==> src/rtl/sram_req_arbiter_pkg.sv <==
// rtl/sram_req_arbiter_pkg.sv - owner encodings, grant-state encodings and depth limit for the SRAM arbiter
package sram_req_arbiter_pkg;

    localparam int OUTSTANDING_MAX = 4;

    typedef enum logic {
        OWNER_INST = 1'b0,
        OWNER_DATA = 1'b1
    } owner_e;

    typedef enum logic [1:0] {
        ST_IDLE   = 2'd0,
        ST_LOCK_I = 2'd1,
        ST_LOCK_D = 2'd2
    } state_e;

endpackage

==> src/rtl/arb_owner_fifo.sv <==
// rtl/arb_owner_fifo.sv - owner-bit FIFO recording which master each accepted request belongs to
module arb_owner_fifo #(
    parameter  int DEPTH = 2,
    localparam int PW    = (DEPTH > 1) ? $clog2(DEPTH) : 1,
    localparam int CW    = $clog2(DEPTH + 1)
) (
    input  logic          clk,
    input  logic          reset,
    input  logic          push,
    input  logic          pop,
    input  logic          din,
    output logic          dout,
    output logic          full,
    output logic          empty,
    output logic [CW-1:0] count
);

    logic          r_mem [DEPTH];
    logic [PW-1:0] r_wr_ptr;
    logic [PW-1:0] r_rd_ptr;
    logic [CW-1:0] r_count;
    logic          w_do_push;
    logic          w_do_pop;

    function automatic logic [PW-1:0] ptr_inc(input logic [PW-1:0] p);
        return (p == PW'(DEPTH - 1)) ? '0 : p + 1'b1;
    endfunction

    assign empty     = (r_count == '0);
    assign full      = (r_count == CW'(DEPTH));
    assign count     = r_count;
    assign dout      = r_mem[r_rd_ptr];
    // A pop in the same cycle frees the slot a push into a full FIFO needs
    assign w_do_pop  = pop & ~empty;
    assign w_do_push = push & (~full | w_do_pop);

    always_ff @(posedge clk) begin
        if (w_do_push) begin
            r_mem[r_wr_ptr] <= din;
        end
    end

    always_ff @(posedge clk) begin
        if (reset) begin
            r_wr_ptr <= '0;
            r_rd_ptr <= '0;
            r_count  <= '0;
        end else begin
            if (w_do_push) begin
                r_wr_ptr <= ptr_inc(r_wr_ptr);
            end
            if (w_do_pop) begin
                r_rd_ptr <= ptr_inc(r_rd_ptr);
            end
            case ({w_do_push, w_do_pop})
                2'b10:   r_count <= r_count + 1'b1;
                2'b01:   r_count <= r_count - 1'b1;
                default: r_count <= r_count;
            endcase
        end
    end

endmodule

==> src/rtl/sram_req_arbiter.sv <==
// rtl/sram_req_arbiter.sv - two-master SRAM-like request arbiter with in-order response routing
// Optional round-robin conflict policy: define SRAM_ARB_ROUND_ROBIN_EN (default is fixed data priority).
module sram_req_arbiter
    import sram_req_arbiter_pkg::*;
#(
    parameter int OUTSTANDING = 2
) (
    input  logic        clk,
    input  logic        reset,

    input  logic        inst_sram_req,
    input  logic        inst_sram_wr,
    input  logic [1:0]  inst_sram_size,
    input  logic [3:0]  inst_sram_wstrb,
    input  logic [31:0] inst_sram_addr,
    input  logic [31:0] inst_sram_wdata,
    output logic        inst_sram_addr_ok,
    output logic        inst_sram_data_ok,
    output logic [31:0] inst_sram_rdata,

    input  logic        data_sram_req,
    input  logic        data_sram_wr,
    input  logic [1:0]  data_sram_size,
    input  logic [3:0]  data_sram_wstrb,
    input  logic [31:0] data_sram_addr,
    input  logic [31:0] data_sram_wdata,
    output logic        data_sram_addr_ok,
    output logic        data_sram_data_ok,
    output logic [31:0] data_sram_rdata,

    output logic        sram_req,
    output logic        sram_wr,
    output logic [1:0]  sram_size,
    output logic [3:0]  sram_wstrb,
    output logic [31:0] sram_addr,
    output logic [31:0] sram_wdata,
    input  logic        sram_addr_ok,
    input  logic        sram_data_ok,
    input  logic [31:0] sram_rdata,

    output logic        arb_err
);

    localparam int DEPTH = (OUTSTANDING > OUTSTANDING_MAX) ? OUTSTANDING_MAX :
                           (OUTSTANDING < 1) ? 1 : OUTSTANDING;
    localparam int CW    = $clog2(DEPTH + 1);

    state_e        r_state;
    state_e        w_next_state;
    owner_e        w_grant;
    logic          w_master_req;
    logic          w_sram_req;
    logic          w_handshake;
    logic          w_pop;
    logic          w_can_issue;
    logic          w_fifo_full;
    logic          w_fifo_empty;
    logic          w_fifo_dout;
    logic [CW-1:0] w_fifo_count;
    logic          r_arb_err;

`ifdef SRAM_ARB_ROUND_ROBIN_EN
    owner_e        r_last_owner;

    always_ff @(posedge clk) begin
        if (reset) begin
            r_last_owner <= OWNER_INST;
        end else if (w_handshake) begin
            r_last_owner <= w_grant;
        end
    end
`endif

    assign w_pop       = sram_data_ok & (w_fifo_count != '0);
    assign w_can_issue = ~w_fifo_full | w_pop;
    assign w_handshake = w_sram_req & sram_addr_ok;

    always_ff @(posedge clk) begin
        if (reset) begin
            r_state <= ST_IDLE;
        end else begin
            r_state <= w_next_state;
        end
    end

    always_comb begin
        w_next_state = r_state;
        w_grant      = OWNER_DATA;
        case (r_state)
            ST_LOCK_I: w_grant = OWNER_INST;
            ST_LOCK_D: w_grant = OWNER_DATA;
            default: begin
`ifdef SRAM_ARB_ROUND_ROBIN_EN
                if (inst_sram_req & data_sram_req) begin
                    w_grant = (r_last_owner == OWNER_DATA) ? OWNER_INST : OWNER_DATA;
                end else begin
                    w_grant = data_sram_req ? OWNER_DATA : OWNER_INST;
                end
`else
                w_grant = data_sram_req ? OWNER_DATA : OWNER_INST;
`endif
            end
        endcase
        w_master_req = (w_grant == OWNER_DATA) ? data_sram_req : inst_sram_req;
        w_sram_req   = w_master_req & w_can_issue;
        if (w_sram_req & sram_addr_ok) begin
            w_next_state = ST_IDLE;
        end else if (w_sram_req) begin
            w_next_state = (w_grant == OWNER_DATA) ? ST_LOCK_D : ST_LOCK_I;
        end
    end

    assign sram_req   = w_sram_req;
    assign sram_wr    = (w_grant == OWNER_DATA) ? data_sram_wr    : inst_sram_wr;
    assign sram_size  = (w_grant == OWNER_DATA) ? data_sram_size  : inst_sram_size;
    assign sram_wstrb = (w_grant == OWNER_DATA) ? data_sram_wstrb : inst_sram_wstrb;
    assign sram_addr  = (w_grant == OWNER_DATA) ? data_sram_addr  : inst_sram_addr;
    assign sram_wdata = (w_grant == OWNER_DATA) ? data_sram_wdata : inst_sram_wdata;

    assign inst_sram_addr_ok = w_handshake & (w_grant == OWNER_INST);
    assign data_sram_addr_ok = w_handshake & (w_grant == OWNER_DATA);

    assign inst_sram_data_ok = w_pop & (w_fifo_dout == OWNER_INST);
    assign data_sram_data_ok = w_pop & (w_fifo_dout == OWNER_DATA);
    assign inst_sram_rdata   = sram_rdata;
    assign data_sram_rdata   = sram_rdata;

    arb_owner_fifo #(
        .DEPTH (DEPTH)
    ) u_owner_fifo (
        .clk   (clk),
        .reset (reset),
        .push  (w_handshake),
        .pop   (w_pop),
        .din   (w_grant),
        .dout  (w_fifo_dout),
        .full  (w_fifo_full),
        .empty (w_fifo_empty),
        .count (w_fifo_count)
    );

    // A response with nothing outstanding is a slave protocol violation; latch it until reset
    always_ff @(posedge clk) begin
        if (reset) begin
            r_arb_err <= 1'b0;
        end else if (sram_data_ok & w_fifo_empty) begin
            r_arb_err <= 1'b1;
        end
    end

    assign arb_err = r_arb_err;

endmodule

==> config.mk <==
export PLATFORM = sky130hd
export DESIGN_NAME = sram_req_arbiter
export DESIGN_NICKNAME = d
export VERILOG_FILES = /design/src/rtl/sram_req_arbiter_pkg.sv /design/src/rtl/arb_owner_fifo.sv /design/src/rtl/sram_req_arbiter.sv
export SDC_FILE = /design/constraint.sdc
export NUM_CORES = 1
export LEC_CHECK = 0
export CAP_MARGIN = 5
export CORE_AREA = 2 2 125 127
export DETAILED_ROUTE_END_ITERATION = 16
export DIE_AREA = 0 0 127 129
export MAX_ROUTING_LAYER = met4
export PLACE_DENSITY = 0.58
export SETUP_SLACK_MARGIN = 0.1
export SYNTH_ARGS = -nofsm -noshare
export SYNTH_HDL_FRONTEND = slang
export SYNTH_SLANG_ARGS = --single-unit
==> constraint.sdc <==
create_clock -name clk -period 2.4 [get_ports clk]
set_input_delay 0.36 -clock clk [delete_from_list [all_inputs] [get_ports clk]]
set_output_delay 0.36 -clock clk [all_outputs]
set_load 0.005 [all_outputs]
== After elaboration in Yosys (flattened, before gate mapping) ==
Memory sizes are Yosys's and may differ from the RTL's. A register that Yosys moved wholly into a read port is not among the register bits.
Index checks and enable logic that the tools add are counted.

* Flip-flop bits (word level): 7
* RAM bits: 2
* Input bits: 180
* Logic and storage cells: 51
* Memories: 1

* Add/sub/neg operators: 4
* Eq/ne operators: 5
* Muxes and demuxes: 16
* Bitwise gates (word level): 16
* Reductions and logical operators: 4

{| class="wikitable"
|+ Memory list
! memory !! depth !! bits a word !! rd ports !! clocked after memory_dff !! write ports !! RTL line !! RTL
|-
| u_owner_fifo.r_mem || 2 || 1 || 1 || 1 || 1 || arb_owner_fifo.sv:18 || <nowiki>logic r_mem [DEPTH];</nowiki>
|}

{| class="wikitable"
|+ Operator list
! kind !! number
|-
| 2-to-1 mux 32 bit || 2
|-
| bitwise AND 1 bit || 10
|-
| 2-to-1 mux 1 bit || 9
|-
| == test 2 bit (second input constant) || 3
|-
| == test 2 x 1 -> 1 bit (second input constant) || 2
|-
| 2-to-1 mux 2 bit || 2
|-
| 2-to-1 mux 4 bit || 1
|-
| inverter 1 bit || 4
|-
| case mux 2 bit (2 select lines) || 1
|-
| nonzero test 2 bit || 2
|-
| adder 1 bit (second input constant) || 2
|-
| adder 2 x 1 -> 2 bit (second input constant) || 1
|-
| logical NOT 2 bit || 1
|-
| OR 1 bit || 2
|-
| case mux 1 bit (2 select lines) || 1
|-
| OR reduction 2 bit || 1
|-
| subtractor 2 x 1 -> 2 bit (second input constant) || 1
|}

== Logic depth before layout (Yosys ltp) ==
Gate-level depths: netlist (run 1).

* Depth in word-level cells: 8
* Gate-level depth with buffers: 9
* Gate-level depth less buffers: 9

== By module ==
A second synthesis (run 1) with hierarchy kept.

* Cells, all modules: 352
* Area, all modules: 1919.3 µm²

{| class="wikitable"
|+ By module, submodules not included
! module !! instances !! cells each !! area an instance (µm²) !! seq. area each (µm²)
|-
| sram_req_arbiter || 1 || 322 || 1595.3 || 60.1
|-
| arb_owner_fifo || 1 || 30 || 324.1 || 160.2
|}

== Worst setup path before layout (run 1) ==
No wires, ideal clock.

* Path type: reg2reg
* From: reg r_state[0]
* To: reg u_owner_fifo.r_count[1], in the netlist u_owner_fifo.count[1]
* Arrival time: 2059 ps
* Required time: 2330 ps
* Path slack: 271 ps
* Cell stages (with the launch flop): 9
* Buffers on the path: 1
* Period minus slack after synthesis: 2129 ps
* Cell sequence: dfxtp_1 inv_1 ha_1 or3b_1 clkbuf_1 o2111ai_1 ha_1 or3_1 a21oi_1

* Cells in the longest elaborated chain, start to end: 8
* Elaborated cells on any way between the ends: 11
* Classes of those cells: eq/ne (4); mux (3); bitwise (3); reduce/logical (1)

{| class="wikitable"
|+ RTL lines
! item !! RTL line !! RTL
|-
| start, declared || sram_req_arbiter.sv:48 || <nowiki>state_e r_state;</nowiki>
|-
| start signal, assigned || sram_req_arbiter.sv:82 || <nowiki>r_state <= w_next_state;</nowiki>
|-
| == test 2 bit / == test 2 x 1 -> 1 bit (equally long branches) || sram_req_arbiter.sv:89 || <nowiki>case (r_state)</nowiki>
|-
| case mux 1 bit (2 select lines) (*) || sram_req_arbiter.sv:89 ||
|-
| 2-to-1 mux 1 bit (*) || sram_req_arbiter.sv:104 || <nowiki>w_master_req = (w_grant == OWNER_DATA) ? data_sram_req : inst_sram_req;</nowiki>
|-
| bitwise AND 1 bit (*) || sram_req_arbiter.sv:105 || <nowiki>w_sram_req = w_master_req & w_can_issue;</nowiki>
|-
| bitwise AND 1 bit (*) || sram_req_arbiter.sv:76 || <nowiki>assign w_handshake = w_sram_req & sram_addr_ok;</nowiki>
|-
| bitwise AND 1 bit (*) || arb_owner_fifo.sv:35 || <nowiki>assign w_do_push = push & (~full | w_do_pop);</nowiki>
|-
| == test 2 x 1 -> 1 bit / == test 2 bit (equally long branches) || arb_owner_fifo.sv:55 || <nowiki>case ({w_do_push, w_do_pop})</nowiki>
|-
| case mux 2 bit (2 select lines) / nonzero test 2 bit (equally long branches) || n/a ||
|-
| end signal, assigned || arb_owner_fifo.sv:56 || <nowiki>2'b10: r_count <= r_count + 1'b1;</nowiki>
|-
| end signal, assigned || arb_owner_fifo.sv:57 || <nowiki>2'b01: r_count <= r_count - 1'b1;</nowiki>
|-
| end signal, assigned || arb_owner_fifo.sv:58 || <nowiki>default: r_count <= r_count;</nowiki>
|-
| end, declared || arb_owner_fifo.sv:21 || <nowiki>logic [CW-1:0] r_count;</nowiki>
|}

Every way passes the cells marked *; elsewhere a longest branch is shown, timed or not.
A chain may end at the register's enable or synchronous reset.

== Final worst setup path (run 1) ==
* From: reg r_state[0]
* To: out sram_addr[23]

* Cells in the longest elaborated chain, start to end: 3
* Elaborated cells on any way between the ends: 4
* Classes of those cells: eq/ne (2); mux (2)

{| class="wikitable"
|+ RTL lines
! item !! RTL line !! RTL
|-
| == test 2 bit / == test 2 x 1 -> 1 bit (equally long branches) || sram_req_arbiter.sv:89 ||
|-
| case mux 1 bit (2 select lines) (*) || sram_req_arbiter.sv:89 ||
|-
| 2-to-1 mux 32 bit (*) || sram_req_arbiter.sv:117 || <nowiki>assign sram_addr = (w_grant == OWNER_DATA) ? data_sram_addr : inst_sram_addr;</nowiki>
|-
| end, declared || sram_req_arbiter.sv:35 || <nowiki>output logic [31:0] sram_addr,</nowiki>
|}

Marked as above.

==> impl_metrics.csv, run 1 <==
group,metric,value,unit
setup_path,critPathMaxFanout,7,
final_layout,syn2layout_area_growth,131,%
pwr,power,1.89,mW
cts,clkSinkCount,10,
placed_design,gp_congestion,0.722,
timing,setup_violations,6,
cts,cts_tree,"built",
timing,hold_viol,0,
timing,rsz0062_at_grt,"true",
floorplan,core-area,15000,µm²
global_route,grt_pass1_wl,14.1,mm
setup_path,ff2ff_path_depth,9,
synthesis,yosys.area.top_type,"nand2_1",
min_path,min_from,"arb_err",
setup_path,worstSetupPathType,"flip-flop to output pin",
setup_path,cp-start-kind,"flip-flop",
cts,worstSkewPairLatency,0.23,ns
synthesis,syn_area_per_cell,5.38,µm²
drt,dr.pass1.iters,4,
synthesis,yosys-top-cells-count,"214 x nand2_1, 64 x buf_4, 16 x buf_2, 10 x nor2_1, 8 x dfxtp_1",
floorplan,die_h,129,µm
synthesis,seq_area_frac_synth,0.116,
setup_path,worst_ep_required_time,2.04,ns
final_layout,diodes,0,
cts,htreeDepth,1,
setup_path,reg2reg_to,"u_owner_fifo.count[1]",
timing,maxSlewViolCount,0,
setup_path,worst_setup_path_end_kind,"output pin",
timing,worst_pin_slew,0.592,ns
drt,wl_per_cell,14.8,µm
synthesis,synth_cell_type_count,30,
setup_path,rrSetupSlack,0.15,ns
flow_run,drv_cap,0,
global_route,gr-usage-all-layers,0.113,
setup_path,path_buf_inv,4,
global_route,grt-ovfl-total,0,
timing,period_minus_slack,2.42,ns
pwr,ir_drop,0.506,mV
setup_path,cpMaxStageDelayCell,"clkdlybuf4s50_1",
placed_design,place_ws,-0.0854,ns
drt,drt_iter0_drc,73,
floorplan,die_w,127,µm
min_path,holdPathStages,2,
placed_design,dp_hpwl,8.09,mm
floorplan,die-area,16400,µm²
synthesis,ys_warn_count,0,
setup_path,path_cells,"inv_2 -> ha_4 -> mux2i_4 -> buf_8 -> buf_4 -> nand2_1 -> nand2_1 -> clkdlybuf4s50_1",
cts,ctsLongestPathBuffers,2,
setup_path,crit_path_frequent_cell,"nand2_1",
setup_path,cp_top_family,"buffers and inverters",
min_path,worstHoldEndpoint,"arb_err",
drt,via_count,2747,
cts,hold_buffers,0,
run_status,violations,"negative setup slack",
setup_path,cpPeakStageDelay,0.49,ns
pwr,powerDensity,432,nW/µm²
drt,drt_wl_total,10.8,mm
final_layout,n_fill_cell,1650,
synthesis,syn_area,1890,µm²
floorplan,ios,321,
synthesis,synth_area_leaders,"nand2_1 42%, buf_4 25%, dfxtp_1 8.5%",
pwr,p_leak,2.18,nW
cts,clockRootBuffer,"clkbuf_16",
timing,fin_crit_sh,1.01,
cts,cts_inserted_buffers,3,
drt,drcViolationCount,0,
cts,clkSlewWorstSetupHoldPaths,0.04,ns
synthesis,synth_top_cell_area_share,0.424,
min_path,holdCritPathClass,"flip-flop to flip-flop",
synthesis,syn_nets,534,
final_layout,drive_gt1_frac,0.169,
drt,ant_nets,0,
timing,holdWs,0.478,ns
run_status,status,"finished with violations",
timing,slew_headroom,0.601,
synthesis,yosysMostFrequentCell,"nand2_1",
placed_design,port_buffers,224,
timing,setup_slack,-0.0169,ns
timing,fmax,414,MHz
synthesis,synthCells,352,
timing,finalClockSkew,0.000362,ns
global_route,grt_pass1_vias,2627,
global_route,grt_max_degree,31,
drt,via_per_inst,3.79,
final_layout,nets,720,
floorplan,placementRows,45,
synthesis,synth_edf_count,2,
setup_path,worst_ep_arrival_time,2.06,ns
synthesis,ys_ff_latch,10,
setup_path,rr_startpoint,"r_state[0]",
global_route,antenna_found_initial,0,
synthesis,async_flop_share,0,
floorplan,initial_utilization,0.126,
synthesis,ys.flop_type,"dfxtp_1",
==> through the flow <==
stage               TNS [ns]  utilization  cell area [µm²]  std cells
global placement      -0.795        0.270             4040        705
detailed placement    -0.647        0.270             4040        705
finish               -0.0662        0.292             4370        725
CTS                    -1.23        0.276             4140        714
floorplan                  0            -             1890        352
global route           -1.21        0.292             4370        725
==> tightest hold or removal path: cells and delay by family (launching register included) <==
family | cells | cell delay [ns]
and+or+nand+nor | 1 | 0.08
AOI/OAI and AO/OA | 1 | 0.04
DFF | 1 | 0.32
==> logic make-up after synthesis <==
family,after synthesis,synth area share
multiplexers,2,0.0106
adder cells (fa/ha/maj),2,0.0132
AND/OR/NAND/NOR,238,0.496
buffers and inverters,87,0.310
XOR/XNOR,3,0.0139
AO/OA/AOI/OAI,10,0.0397
flip-flops,10,0.116
==> final cells by class <==
| class | instances | area [µm²] | area share |
|---|---|---|---|
| multi-input cells | 255 | 1160 | 0.266 |
| inverters | 4 | 15.0 | 0.00344 |
| well taps | 188 | 235 | 0.0538 |
| flip-flops and latches | 10 | 221 | 0.0507 |
| clock inverters | 1 | 3.75 | 0.000859 |
| clock buffers | 3 | 75.1 | 0.0172 |
| repair buffers | 264 | 2660 | 0.608 |
==> power breakdown <==
group / switching [mW] / internal, mW / leakage, nW / total [mW]
registers: 0.0319 / 0.216 / 0.0850 / 0.248
clock network: 0.0768 / 0.218 / 0.0385 / 0.295
logic: 0.541 / 0.803 / 2.05 / 1.34
==> layer usage <==
metal / part of all wire / global-route usage
met2: 0.45 / 0.183
met1: 0.42 / 0.133
met3: 0.11 / 0.0453
met4: 0.016 / 0.0213
met5: 0 / -
==> state kept, by name (all words and copies together) (netlist names), named ones only <==
signal	flops
r_state	2
arb_err	1
u_owner_fifo.r_wr_ptr	1
u_owner_fifo.r_mem	2
u_owner_fifo.r_rd_ptr	1
u_owner_fifo.count	2
==> how the worst max path moves through the flow <==
stage,startpoint,end,slack (ns),cells after the start
6_report,r_state[0],sram_addr[23],-0.02,8
5_1_grt,r_state[0],sram_addr[11],-0.13,8
4_1_cts,r_state[0],sram_wdata[23],-0.12,8
3_5_place_dp,data_sram_req,sram_wdata[18],-0.09,7
3_3_place_gp,data_sram_req,sram_wdata[18],-0.1,7
2_1_floorplan,r_state[0],u_owner_fifo.count[1],0.27,8
==> cell usage in the layout, fill, tap and decap left out, types with 2 or more instances in the layout <==
master,netlist,routed
nand2_1,214,199
clkdlybuf4s50_1,0,155
dlygate4sd2_1,0,21
buf_4,64,19
nand2_2,0,14
clkdlybuf4s15_1,0,14
clkbuf_2,0,11
buf_2,16,11
nor2_1,10,10
dlymetal6s2s_1,0,10
clkbuf_16,0,8
dfxtp_1,8,7
buf_6,0,6
buf_12,0,5
buf_8,0,4
o21ai_0,2,2
inv_1,3,2
inv_2,1,2
or3b_1,2,2
nand3_1,2,2
xor2_1,2,2
nand2b_1,2,2
o32ai_1,2,2
a21oi_1,2,2
nand4_1,2,2
clkdlybuf4s15_2,0,2
edfxtp_1,2,2
==> what timing repair did <==
| action | in CTS | in global routing |
|---|---|---|
| endpoints found under the setup margin | 75 | 52 |
| pin swaps | 0 | 16 |
| resized for setup | 91 | 89 |
| setup buffers | 4 | 5 |
| gates cloned | 1 | 6 |
(Power assumes the default switching activity.)
==> run 2, diff against run 1 <==
- REMOVE_ABC_BUFFERS: default -> 1
==> run 2 against run 1 <==
The run now ends clean. Utilization grew 2.2 points. Sequential share of layout area shrank 0.35 points. Hold slack improved by 0.0051 ns. Largest power group unchanged.
==> impl_metrics.csv, run 2 (synthesis gave the netlist of run 1 again) <==
group,metric,value,unit
run_status,status,"finished, final reports clean",
timing,setup_violations,0,
timing,finalClockSkew,0.00280,ns
drt,wl_per_cell,17.0,µm
global_route,grt_pass1_vias,2502,
final_layout,final_cell_mix,"178 x nand2_1, 150 x clkdlybuf4s50_1, 25 x nand2_2",
final_layout,n_fill_cell,1611,
floorplan,ios,321,
placed_design,placedInstanceArea,3940,µm²
floorplan,initial_utilization,0.126,
final_layout,diodes,0,
setup_path,cp-start-kind,"flip-flop",
cts,clkSinkCount,10,
floorplan,core-area,15000,µm²
placed_design,port_buffers,224,
setup_path,worst_ep_arrival_time,1.99,ns
cts,ctsLongestPathBuffers,2,
timing,slew_headroom,0.649,
flow_run,drv_cap,0,
setup_path,cpMaxStageDelayCell,"dfxtp_2",
drt,via_per_inst,3.97,
timing,worst_pin_slew,0.521,ns
global_route,gr-usage-all-layers,0.125,
drt,drt_iter0_drc,108,
global_route,grt-ovfl-total,0,
global_route,grt_max_degree,36,
setup_path,worstSetupPathType,"flip-flop to output pin",
drt,ant_nets,0,
setup_path,critPathMaxFanout,17,
cts,cts_inserted_buffers,3,
cts,cts_tree,"built",
drt,dr.pass1.iters,4,
cts,hold_buffers,0,
drt,drcViolationCount,0,
floorplan,die_w,127,µm
timing,fin_crit_sh,0.981,
setup_path,crit_path_frequent_cell,"nand2_1",
min_path,holdCritPathClass,"flip-flop to flip-flop",
cts,worstSkewPairLatency,0.24,ns
setup_path,worst_setup_path_end_kind,"output pin",
setup_path,cpPeakStageDelay,0.32,ns
setup_path,worst_ep_required_time,2.04,ns
final_layout,layout_commonest_cell,"nand2_1",
cts,clkSlewWorstSetupHoldPaths,0.04,ns
timing,setup_tns,0,ns
global_route,antenna_found_initial,0,
timing,rsz0062_at_grt,"true",
final_layout,syn2layout_area_growth,148,%
pwr,p_leak,2.44,nW
placed_design,gp_congestion,0.751,
floorplan,die-area,16400,µm²
cts,htreeDepth,1,
floorplan,placementRows,45,
final_layout,postLayoutCellArea,4700,µm²
timing,period_minus_slack,2.35,ns
timing,hold_viol,0,
final_layout,regArea,221,µm²
final_layout,multi_input_area,1300,µm²
timing,maxSlewViolCount,0,
global_route,grt_pass1_wl,15.0,mm
drt,drt_wl_total,12.5,mm
final_layout,nets,731,
placed_design,dp_hpwl,8.48,mm
pwr,ir_drop,0.203,mV
final_layout,final_util,0.314,
pwr,powerDensity,446,nW/µm²
floorplan,die_h,129,µm
cts,clockRootBuffer,"clkbuf_16",
setup_path,path_cells,"inv_2 -> ha_4 -> mux2i_4 -> inv_4 -> buf_6 -> buf_8 -> clkbuf_16 -> nand2_1 -> nand2_1 -> dlymetal6s2s_1",
final_layout,drive_gt1_frac,0.259,
drt,via_count,2924,
timing,fmax,425,MHz
## run 2: cell types whose count changed in the layout (fill, tap and decap cells not counted), sizes merged
cell	change
clkbuf	+6
dlygate4sd2	-8
dlymetal6s2s	+11
clkdlybuf4s50	-5
buf	+23
clkinv	-1
clkdlybuf4s15	-15
## run 2: final timing paths
path | from | to | slack [ns] | cells after the start
worst max-delay path | r_state[0] | sram_addr[14] | 0.05 | 10
worst max register to register | r_state[0] | u_owner_fifo.count[1] | 0.14 | 9
worst min register to register | arb_err | arb_err | 0.48 | 2
worst min-delay path | arb_err | arb_err | 0.48 | 2
## run 2: metrics by stage
| step | setup slack, ns | hold slack, ns | power [mW] | cells |
|---|---|---|---|---|
| floorplan | -3.90 | 0.429 | 0.664 | 269 |
| global placement | -0.0321 | 0.449 | 1.46 | 691 |
| detailed placement | -0.0575 | 0.462 | 1.45 | 691 |
| CTS | -0.128 | 0.478 | 1.81 | 706 |
| global route | -0.0427 | 0.522 | 2.25 | 736 |
| finish | 0.0454 | 0.483 | 2.09 | 736 |
## run 2: power by group
part	total, mW	switching [mW]	internal (mW)
Combinational	1.51	0.599	0.911
Sequential	0.249	0.0329	0.216
Clock	0.333	0.0817	0.251
## run 2: final cells by class
class | instances | share of cell area
flip-flops and latches | 10 | 0.0471
well taps | 188 | 0.0501
clock buffers | 4 | 0.0189
multi-input cells | 255 | 0.276
inverters | 4 | 0.00373
repair buffers | 275 | 0.604
## run 2: critical path: cells and delay by family (launching register included)
kind / cells / cell delay [ns]
buffers and inverters: 6 / 0.71
DFF: 1 / 0.32
muxes: 1 / 0.32
adders and majority gates: 1 / 0.27
and+or+nand+nor: 2 / 0.12
## run 2: timing repair
item | 4_1_cts | 5_1_grt
cloned | 3 | 9
pin swaps | 1 | 44
gates resized for setup | 78 | 187
setup endpoints to repair | 76 | 75
setup buffers | 8 | 21
## run 2: per-layer routing
| layer | wire length, µm | vias to the layer above | GRT usage |
|---|---|---|---|
| li1 | - | 1411 | - |
| met1 | 5340 | 1306 | 0.152 |
| met2 | 5330 | 198 | 0.173 |
| met3 | 1770 | 9 | 0.0881 |
| met4 | 57 | 0 | 0.0155 |
| met5 | 0 | - | - |
==> run 3, diff against run 2 <==
- CAP_MARGIN: 5 -> 10
==> results of run 3 <==
No change in the layout: final DEF, timing and power equal those of run 2.
